<file path="src/rtl/ramp_adc_pkg.sv">
// Shared state encoding and averaging constants for the single-slope ramp ADC sequencer.
package ramp_adc_pkg;

  typedef enum logic [2:0] {
    ST_IDLE      = 3'd0,
    ST_DISCHARGE = 3'd1,
    ST_ARM       = 3'd2,
    ST_RAMP      = 3'd3,
    ST_DONE      = 3'd4
  } state_e;

  // Averaging mode sums 2**AVG_SHIFT ramps and divides by shifting.
  localparam int unsigned AVG_SHIFT = 2;
  localparam int unsigned AVG_RUNS  = 1 << AVG_SHIFT;

  // Phase timer must reach both the discharge hold and the sync-flush length.
  function automatic int unsigned tmr_width(input int unsigned discharge_cycles,
                                            input int unsigned sync_stages);
    int unsigned span;
    span = (discharge_cycles > sync_stages + 1) ? discharge_cycles : sync_stages + 1;
    return (span < 2) ? 1 : $clog2(span);
  endfunction

endpackage

</file>
<file path="src/rtl/ramp_adc_cmp_sync.sv">
// Multi-flop synchronizer bringing the raw LVDS comparator output into the clk domain.
module ramp_adc_cmp_sync #(
  parameter int unsigned STAGES = 2
) (
  input  logic clk,
  input  logic rst_n,
  input  logic d_i,
  output logic q_o
);

  logic [STAGES-1:0] sync_q;
  logic [STAGES-1:0] sync_d;

  always_comb begin
    sync_d = {sync_q[STAGES-2:0], d_i};
  end

  // NOTE: clocked state uses non-blocking assignments so every flop samples pre-edge values.
  always_ff @(posedge clk) begin
    if (!rst_n) begin
      sync_q <= '0;
    end else begin
      sync_q <= sync_d;
    end
  end

  assign q_o = sync_q[STAGES-1];

endmodule

</file>
<file path="src/rtl/ramp_adc_sequencer.sv">
// Single-slope conversion sequencer: hold ramp discharged, release, count clocks until trip.
// Define RAMP_ADC_AVG4_EN to run four ramps per request and report their truncated mean.
module ramp_adc_sequencer
  import ramp_adc_pkg::*;
#(
  parameter int unsigned CNT_W            = 12,
  parameter int unsigned DISCHARGE_CYCLES = 64,
  parameter int unsigned SYNC_STAGES      = 2
) (
  input  logic             clk,
  input  logic             rst_n,
  input  logic             start_i,
  input  logic             cmp_i,
  output logic             discharge_o,
  output logic             ramp_en_o,
  output logic             busy_o,
  output logic             valid_o,
  output logic [CNT_W-1:0] data_o,
  output logic             overflow_o
);

  localparam int unsigned      TMR_W   = tmr_width(DISCHARGE_CYCLES, SYNC_STAGES);
  localparam logic [CNT_W-1:0] CNT_MAX = '1;

  logic cmp_s;

  ramp_adc_cmp_sync #(
    .STAGES (SYNC_STAGES)
  ) u_cmp_sync (
    .clk   (clk),
    .rst_n (rst_n),
    .d_i   (cmp_i),
    .q_o   (cmp_s)
  );

  state_e           state_q, state_d;
  logic [TMR_W-1:0] tmr_q, tmr_d;
  logic [CNT_W-1:0] cnt_q, cnt_d;
  logic [CNT_W-1:0] data_q, data_d;
  logic             ovf_q, ovf_d;
  logic             discharge_q, discharge_d;
  logic             ramp_en_q, ramp_en_d;
  logic             busy_q, busy_d;
  logic             valid_q, valid_d;

  // One ramp's outcome, raised in the cycle the ramp (or the arm check) finishes.
  logic             seq_end;
  logic [CNT_W-1:0] seq_data;
  logic             seq_ovf;

`ifdef RAMP_ADC_AVG4_EN
  logic [CNT_W+1:0]     acc_q, acc_d;
  logic [CNT_W+1:0]     acc_sum;
  logic [AVG_SHIFT-1:0] run_q, run_d;
  logic                 ovf_acc_q, ovf_acc_d;
`endif

  // NOTE: every always_comb output gets a default first, so no path can infer a latch.
  always_comb begin
    state_d  = state_q;
    tmr_d    = tmr_q;
    cnt_d    = cnt_q;
    data_d   = data_q;
    ovf_d    = ovf_q;
    seq_end  = 1'b0;
    seq_data = '0;
    seq_ovf  = 1'b0;

    case (state_q)
      ST_IDLE: begin
        if (start_i) begin
          state_d = ST_DISCHARGE;
          tmr_d   = '0;
        end
      end

      ST_DISCHARGE: begin
        if (tmr_q == TMR_W'(DISCHARGE_CYCLES - 1)) begin
          state_d = ST_ARM;
          tmr_d   = '0;
        end else begin
          tmr_d = tmr_q + TMR_W'(1);
        end
      end

      // Ramp held flat while the synchronizer flushes stale comparator history.
      ST_ARM: begin
        if (tmr_q == TMR_W'(SYNC_STAGES)) begin
          tmr_d = '0;
          if (cmp_s) begin
            seq_end = 1'b1;
          end else begin
            state_d = ST_RAMP;
            cnt_d   = '0;
          end
        end else begin
          tmr_d = tmr_q + TMR_W'(1);
        end
      end

      // A trip on the full-scale count is a valid reading, so it is tested first.
      ST_RAMP: begin
        if (cmp_s) begin
          seq_end  = 1'b1;
          seq_data = cnt_q;
        end else if (cnt_q == CNT_MAX) begin
          seq_end  = 1'b1;
          seq_data = CNT_MAX;
          seq_ovf  = 1'b1;
        end else begin
          cnt_d = cnt_q + CNT_W'(1);
        end
      end

      ST_DONE: begin
        state_d = ST_IDLE;
      end

      default: begin
        state_d = ST_IDLE;
      end
    endcase

`ifdef RAMP_ADC_AVG4_EN
    acc_d     = acc_q;
    run_d     = run_q;
    ovf_acc_d = ovf_acc_q;
    acc_sum   = acc_q + {2'b00, seq_data};

    if (state_q == ST_IDLE && start_i) begin
      acc_d     = '0;
      run_d     = '0;
      ovf_acc_d = 1'b0;
    end

    if (seq_end) begin
      if (run_q == AVG_SHIFT'(AVG_RUNS - 1)) begin
        state_d = ST_DONE;
        data_d  = CNT_W'(acc_sum >> AVG_SHIFT);
        ovf_d   = ovf_acc_q | seq_ovf;
      end else begin
        state_d   = ST_DISCHARGE;
        acc_d     = acc_sum;
        run_d     = run_q + AVG_SHIFT'(1);
        ovf_acc_d = ovf_acc_q | seq_ovf;
      end
    end
`else
    if (seq_end) begin
      state_d = ST_DONE;
      data_d  = seq_data;
      ovf_d   = seq_ovf;
    end
`endif

    // Outputs are decoded from the next state so they are flops aligned with state_q.
    discharge_d = !(state_d inside {ST_ARM, ST_RAMP});
    ramp_en_d   = (state_d == ST_RAMP);
    busy_d      = (state_d != ST_IDLE);
    valid_d     = (state_d == ST_DONE);
  end

  always_ff @(posedge clk) begin
    if (!rst_n) begin
      state_q     <= ST_IDLE;
      tmr_q       <= '0;
      cnt_q       <= '0;
      data_q      <= '0;
      ovf_q       <= 1'b0;
      discharge_q <= 1'b1;
      ramp_en_q   <= 1'b0;
      busy_q      <= 1'b0;
      valid_q     <= 1'b0;
    end else begin
      state_q     <= state_d;
      tmr_q       <= tmr_d;
      cnt_q       <= cnt_d;
      data_q      <= data_d;
      ovf_q       <= ovf_d;
      discharge_q <= discharge_d;
      ramp_en_q   <= ramp_en_d;
      busy_q      <= busy_d;
      valid_q     <= valid_d;
    end
  end

`ifdef RAMP_ADC_AVG4_EN
  always_ff @(posedge clk) begin
    if (!rst_n) begin
      acc_q     <= '0;
      run_q     <= '0;
      ovf_acc_q <= 1'b0;
    end else begin
      acc_q     <= acc_d;
      run_q     <= run_d;
      ovf_acc_q <= ovf_acc_d;
    end
  end
`endif

  assign discharge_o = discharge_q;
  assign ramp_en_o   = ramp_en_q;
  assign busy_o      = busy_q;
  assign valid_o     = valid_q;
  assign data_o      = data_q;
  assign overflow_o  = ovf_q;

endmodule
</file>
<file path="config.mk">
export PLATFORM = sky130hd
export DESIGN_NAME = ramp_adc_sequencer
export DESIGN_NICKNAME = d
export VERILOG_FILES = /design/src/rtl/ramp_adc_pkg.sv /design/src/rtl/ramp_adc_cmp_sync.sv /design/src/rtl/ramp_adc_sequencer.sv
export SDC_FILE = /design/constraint.sdc
export NUM_CORES = 1
export LEC_CHECK = 0
export CAP_MARGIN = 0
export CORE_MARGIN = 2
export CORE_UTILIZATION = 59
export CTS_BUF_LIST = sky130_fd_sc_hd__clkbuf_4 sky130_fd_sc_hd__clkbuf_8 sky130_fd_sc_hd__clkbuf_16
export CTS_CLUSTER_SIZE = 10
export DETAILED_ROUTE_END_ITERATION = 10
export PLACE_DENSITY = 0.83
export SYNTH_ARGS = -nofsm -noshare
export SYNTH_HDL_FRONTEND = slang
export SYNTH_HIERARCHICAL = 1
export SYNTH_SLANG_ARGS = --single-unit
</file>
<file path="constraint.sdc">
create_clock -name clk -period 4.24 [get_ports clk]
set_input_delay 0.848 -clock clk [delete_from_list [all_inputs] [get_ports clk]]
set_output_delay 0.848 -clock clk [all_outputs]
set_load 0.01 [all_outputs]
</file>
==> results by group, run 1 <==
Run status
  – Status: complete, no violations

Power and ir drop
  – Pwr dens: 315 nW/um^2
  – Design Power: 0.660 mW
  – Leak: 0.707 nW
  – Max IR drop VDD: 0.208 mV

Yosys
  – Adder-cell share of the synthesized area: 2.06%
  – Post-synth top cells: dfxtp_1 (40), a21oi_1 (19), nand2_1 (16), o221a_2 (13), nand3_1 (12)
  – Most common flop cell mapped by yosys: dfxtp_1
  – Syn. warnings: 6
  – Syn avg cell area: 9.38 sq um
  – Largest family of logic cells by synthesized area: compound AO/OA/AOI/OAI gates
  – Syn_nets: 201
  – Compound-cell area share of the yosys netlist: 26.4%
  – Synth area leader: dfxtp_1
  – Netlist Area Pre-Place: 1820 sq um
  – Post-synthesis sequential area ratio: 44.0%
  – Synth Area in Simple Gates: 23.4%
  – Post-synth top area share: 44.0%
  – Post-synth ARST share: 0%
  – Synth Register Bits: 40
  – Mapped Cells: 194
  – Post-Synth XOR/XNOR Area: 0%
  – Post-synth EDFFs: 0
  – Dominant cell by count in the synthesized netlist: dfxtp_1
  – Area contributors post-synth: dfxtp_1 (44%), o221a_2 (8.0%), a21oi_1 (5.2%)
  – Distinct cell type count after synthesis: 39
  – Post-synthesis mux area share: 0.550%

Layout
  – Share of cells above drive strength 1: 11.3%
  – Antenna diode count: 0
  – Design area: 2100 sq um
  – Layout area overhead: 15.3%
  – Non-Filler Instances: 246
  – Final core occ: 69.9%
  – Filler instances: 247
  – Multi-input logic area: 955 sq um
  – Layout Nets: 219
  – Register area: 801 sq um

Worst setup path
  – Critical path's slowest cell: a41oi_1
  – Top cell family by delay on the critical path: compound AO/OA/AOI/OAI gates
  – Critical Path RT: 4.54 ns
  – Worst Path Buf+Inv: 2
  – Arrival time worst endpoint: 2.97 ns
  – Reg2Reg Depth: 4
  – CP peak stage delay: 0.84 ns
  – Element type at the critical path start: input pin
  – Worst-path maximum fanout: 12
  – Worst Path Class, Setup: in -> reg
  – Setup crit end kind: flip-flop
  – Critical path depth: 4
  – Sequence of cells on the critical path: clkdlybuf4s50_1 > clkinv_1 > a41oi_1 > o221a_2

Clock tree
  – Post-CTS Hold Fix Bufs: 0
  – # Post-CTS Setup Buffers: 0
  – H-tree levels: 2
  – Post_cts resized: 0
  – CTS tree: done
  – Clock root buffer master: clkbuf_4
  – Clock Latency Late Sink: 0.36 ns
  – Sink Count: 40
  – Worst-path clk slew: 0.12 ns
  – CTS Buffer Depth: 2
  – CTS Buf Count: 5

Worst hold path
  – Hold crit path type: reg -> reg
  – Hold Path Depth: 1

Timing
  – Achievable Freq: 0.375 GHz
  – Min Tclk post-route: 2.67 ns
  – Tightest Pin Transition: 0.995 ns
  – Final hold violation count: 0
  – Final worst slack: 1.57 ns
  – Final setup vio count: 0
  – TNS Setup: 0 ns
  – Tcrit/Tclk final: 63.0%
  – Hold_ws: 0.455 ns
  – RSZ-0062 raised after global routing: no
  – Final max-slew violation count: 0
  – Setup Skew: 0.00845 ns
  – Relative slew slack: 32.8%

Drt
  – Remaining DRCs: 0
  – Final WL: 4090 um
  – Vias per cell: 6.59
  – Vias post-DR: 1,620
  – Routed wire per std cell: 16.6 um
  – ANT nets after route: 0
  – Drt initial violations: 84
  – First-pass iteration count of the detailed router: 4

GRT
  – Vias in the first global route: 1,583
  – Remaining Overflow, GRT: 0
  – Largest net degree at the start of global routing: 24
  – Gr usage total: 25.6%
  – Global-route wire length before repair: 6750 um
  – Antenna violations before repair: 0

Place
  – DP Area: 2020 sq um
  – Port Buffer Count: 20
  – Place WS: 1.20 ns
  – Final Wtd Congestion: 0.902
  – Post-detail-place hpwl: 2830 um
  – Cell count after placement: 238

Floorplan
  – Die Span Y: 59.6 um
  – # rows: 20
  – Starting Density: 60.6%
  – Core Area: 3000 sq um
  – Die X: 59.6 um
  – Die area: 3550 sq um
  – I/O Pins: 21

Run
  – Maxcap violations: 0
[per-layer routing]
| layer | vias up | GRT usage (%) | routed length, um |
|---|---|---|---|
| li1 | 794 | - | - |
| met1 | 767 | 28.0 | 1730 |
| met2 | 47 | 43.6 | 2100 |
| met3 | 12 | 6.55 | 171 |
| met4 | 0 | 15.9 | 95 |
| met5 | - | 0 | 0 |
[area by class of cell]
type	instances	share of cell area (%)
clock buffer	5	1.79
clock inverter	3	2.03
inverter	6	1.07
multi-input combinational	139	45.5
sequential	40	38.1
tap	33	1.97
timing repair buffer	20	9.54
[sequential cells by signal, indices dropped and copies added (netlist names)]
| name | flops |
|---|---|
| overflow_o | 1 |
| state_q | 3 |
| tmr_q | 6 |
| data_o | 12 |
| discharge_o | 1 |
| cnt_q | 12 |
| u_cmp_sync/sync_q | 2 |
| ramp_en_o | 1 |
| busy_o | 1 |
| valid_o | 1 |
[worst paths after layout]
path | start | to | slack [ns]
hold reg to reg | u_cmp_sync/sync_q[0] | u_cmp_sync/sync_q[1] | 0.45
hold / removal | u_cmp_sync/sync_q[0] | u_cmp_sync/sync_q[1] | 0.45
setup / recovery | rst_n | data_o[10] | 1.57
setup reg to reg | tmr_q[5] | cnt_q[3] | 1.97
[power by group]
part	internal, mW	total, mW	leakage [nW]	switching [mW]
sequential	0.379	0.383	0.323	0.00431
clock	0.123	0.254	0.0412	0.131
combinational	0.00928	0.0233	0.342	0.0140
total	0.511	0.660	0.707	0.150
[cells in the final DEF, fill, tap and decap left out, types with 4 or more instances in the layout]
master	n
a21oi_1	19
and2_1	5
and4_1	5
clkbuf_4	5
clkdlybuf4s50_1	20
dfxtp_1	40
inv_1	5
nand2_1	16
nand3_1	12
nor2_1	4
nor2b_1	5
o21a_1	4
o221a_2	13
o31ai_1	8
or4_1	8
[cells by family (layout without fill, tap and decap cells)]
group,after synthesis,in the layout
simple gates,72,72
buf+inv,15,34
mux,1,1
compound gates,63,63
flops,40,40
fa+ha+maj,3,3
Note: power is estimated with default switching activity, not from simulation.
==> run 2, diff against run 1 <==
--- a/config.mk
+++ b/config.mk
@@ -7,11 +7,11 @@
 export LEC_CHECK = 0
 export CAP_MARGIN = 0
 export CORE_MARGIN = 2
-export CORE_UTILIZATION = 59
+export CORE_UTILIZATION = 55
 export CTS_BUF_LIST = sky130_fd_sc_hd__clkbuf_4 sky130_fd_sc_hd__clkbuf_8 sky130_fd_sc_hd__clkbuf_16
 export CTS_CLUSTER_SIZE = 10
 export DETAILED_ROUTE_END_ITERATION = 10
-export PLACE_DENSITY = 0.83
+export PLACE_DENSITY = 0.78
 export SYNTH_ARGS = -nofsm -noshare
 export SYNTH_HDL_FRONTEND = slang
 export SYNTH_HIERARCHICAL = 1
==> constraint.sdc (replaced) <==
create_clock -name clk -period 2.7 [get_ports clk]
set_input_delay 0.54 -clock clk [delete_from_list [all_inputs] [get_ports clk]]
set_output_delay 0.54 -clock clk [all_outputs]
set_load 0.01 [all_outputs]
==> run 2 against run 1 <==
Against the previous run: worst setup slack worse by 1.0 ns; wire length down 2.3%; sequential share of layout area down 0.11 points; highest routed layer unchanged; critical path depth up 2; clock power up 14%; first-iteration DRC count up 3.6%; global-route usage down 1.8 points; die area up 6.8%; sequential cell count unchanged; final cell count up 5.3%; via count down 0.49%; power up 41%; critical endpoint is now cnt_q[0].
==> results by group, run 2 (synthesized netlist as in run 1, its figures left out) <==
Drt
  – Final WL: 3990 um
  – Vias post-DR: 1,612
  – First-pass iteration count of the detailed router: 4
  – Remaining DRCs: 0
  – Routed wire per std cell: 15.4 um
  – ANT nets after route: 0
  – Drt initial violations: 87
  – Vias per cell: 6.22

Floorplan
  – Starting Density: 58.7%
  – Core Area: 3100 sq um
  – Die Span Y: 61.5 um
  – # rows: 20
  – Die area: 3790 sq um
  – Die X: 61.5 um
  – I/O Pins: 21

Timing
  – Final max-slew violation count: 0
  – Final worst slack: 0.553 ns
  – TNS Setup: 0 ns
  – Tightest Pin Transition: 0.923 ns
  – Tcrit/Tclk final: 79.5%
  – Relative slew slack: 38.5%
  – Min Tclk post-route: 2.15 ns
  – Final hold violation count: 0
  – Final setup vio count: 0
  – Achievable Freq: 0.466 GHz
  – RSZ-0062 raised after global routing: no
  – Setup Skew: 0.00484 ns

Power and ir drop
  – Pwr dens: 442 nW/um^2
  – Max IR drop VDD: 0.322 mV
  – Leak: 0.712 nW

Worst setup path
  – Element type at the critical path start: flip-flop
  – CP peak stage delay: 0.76 ns
  – Critical path's slowest cell: a32oi_2
  – Worst-path maximum fanout: 23
  – Critical Path RT: 2.97 ns
  – Top cell family by delay on the critical path: compound AO/OA/AOI/OAI gates
  – Sequence of cells on the critical path: inv_1 > ha_1 > nor2b_1 > a32oi_2 > o21ai_0 > a21oi_1
  – Arrival time worst endpoint: 2.42 ns
  – Worst Path Buf+Inv: 1
  – Worst Path Class, Setup: reg -> reg
  – Setup crit end kind: flip-flop

Clock tree
  – H-tree levels: 2
  – Sink Count: 40
  – # Post-CTS Setup Buffers: 0
  – Worst-path clk slew: 0.11 ns
  – Post_cts resized: 0
  – Post-CTS Hold Fix Bufs: 0
  – CTS Buffer Depth: 2
  – Clock root buffer master: clkbuf_4
  – Clock Latency Late Sink: 0.35 ns
  – CTS tree: done
  – CTS Buf Count: 5

GRT
  – Gr usage total: 23.8%
  – Vias in the first global route: 1,428
  – Remaining Overflow, GRT: 0
  – Largest net degree at the start of global routing: 24
  – Antenna violations before repair: 0
  – Global-route wire length before repair: 6660 um

Layout
  – Register area: 801 sq um
  – Design area: 2110 sq um
  – Multi-input logic area: 955 sq um
  – Filler instances: 285
  – Share of cells above drive strength 1: 12.1%
  – Layout Nets: 222
  – Commonest cells after routing, fill and taps aside: dfxtp_1 (40), clkdlybuf4s50_1 (20), a21oi_1 (19), nand2_1 (16), o221a_2 (13)
  – Commonest non-fill, non-tap cell in the layout: dfxtp_1
  – Antenna diode count: 0
  – Layout area overhead: 15.7%

Place
  – Place WS: 0.507 ns
  – Port Buffer Count: 20
  – Post-detail-place hpwl: 2790 um
  – DP Area: 2060 sq um
  – Final Wtd Congestion: 0.817

Worst hold path
  – Hold crit path type: reg -> reg

Run status
  – Status: complete, no violations

Run
  – Maxcap violations: 0
## run 2: cell count changes in the layout (fill, tap and decap cells not counted), sizes merged
cell	before	now
buf	0	3
clkbuf	5	6
clkinvlp	1	0
bufinv	1	0
## run 2: final cells by class
class                      count  area share [%]
inverter                       6            1.07
sequential                    40            38.0
clock buffer                   6            2.14
multi-input combinational    139            45.3
timing repair buffer          23            10.6
clock inverter                 1           0.238
tap                           44            2.61
## run 2: routing by layer
metal  part of all wire [%]  up-vias  global-route usage (%)
li1                       -      801                       -
met1                     51      769                    33.4
met2                     43       35                    35.2
met3                    3.9        7                    6.30
met4                    1.4        0                    8.21
met5                      0        -                       0
## run 2: through the flow
| stage | hold slack [ns] | power [mW] | std cells | util, % |
|---|---|---|---|---|
| 2_1_floorplan | 0.412 | 0.637 | 194 | - |
| 3_3_place_gp | 0.428 | 0.652 | 252 | 66.3 |
| 3_5_place_dp | 0.427 | 0.653 | 252 | 66.3 |
| 4_1_cts | 0.462 | 0.936 | 259 | 67.9 |
| 5_1_grt | 0.490 | 0.967 | 259 | 67.9 |
| 6_report | 0.455 | 0.930 | 259 | 67.9 |
## run 2: worst paths after layout
kind / slack, ns / from / cells after the start / endpoint
min reg2reg: 0.46 / u_cmp_sync/sync_q[0] / 1 / u_cmp_sync/sync_q[1]
max reg2reg: 0.55 / tmr_q[0] / 6 / cnt_q[0]
min: 0.46 / u_cmp_sync/sync_q[0] / 1 / u_cmp_sync/sync_q[1]
max: 0.55 / tmr_q[0] / 6 / cnt_q[0]
## run 2: power breakdown
part | leakage, nW | switching [mW] | internal, mW
clock network | 0.0315 | 0.184 | 0.106
registers | 0.323 | 0.00674 | 0.594
logic | 0.357 | 0.0229 | 0.0165
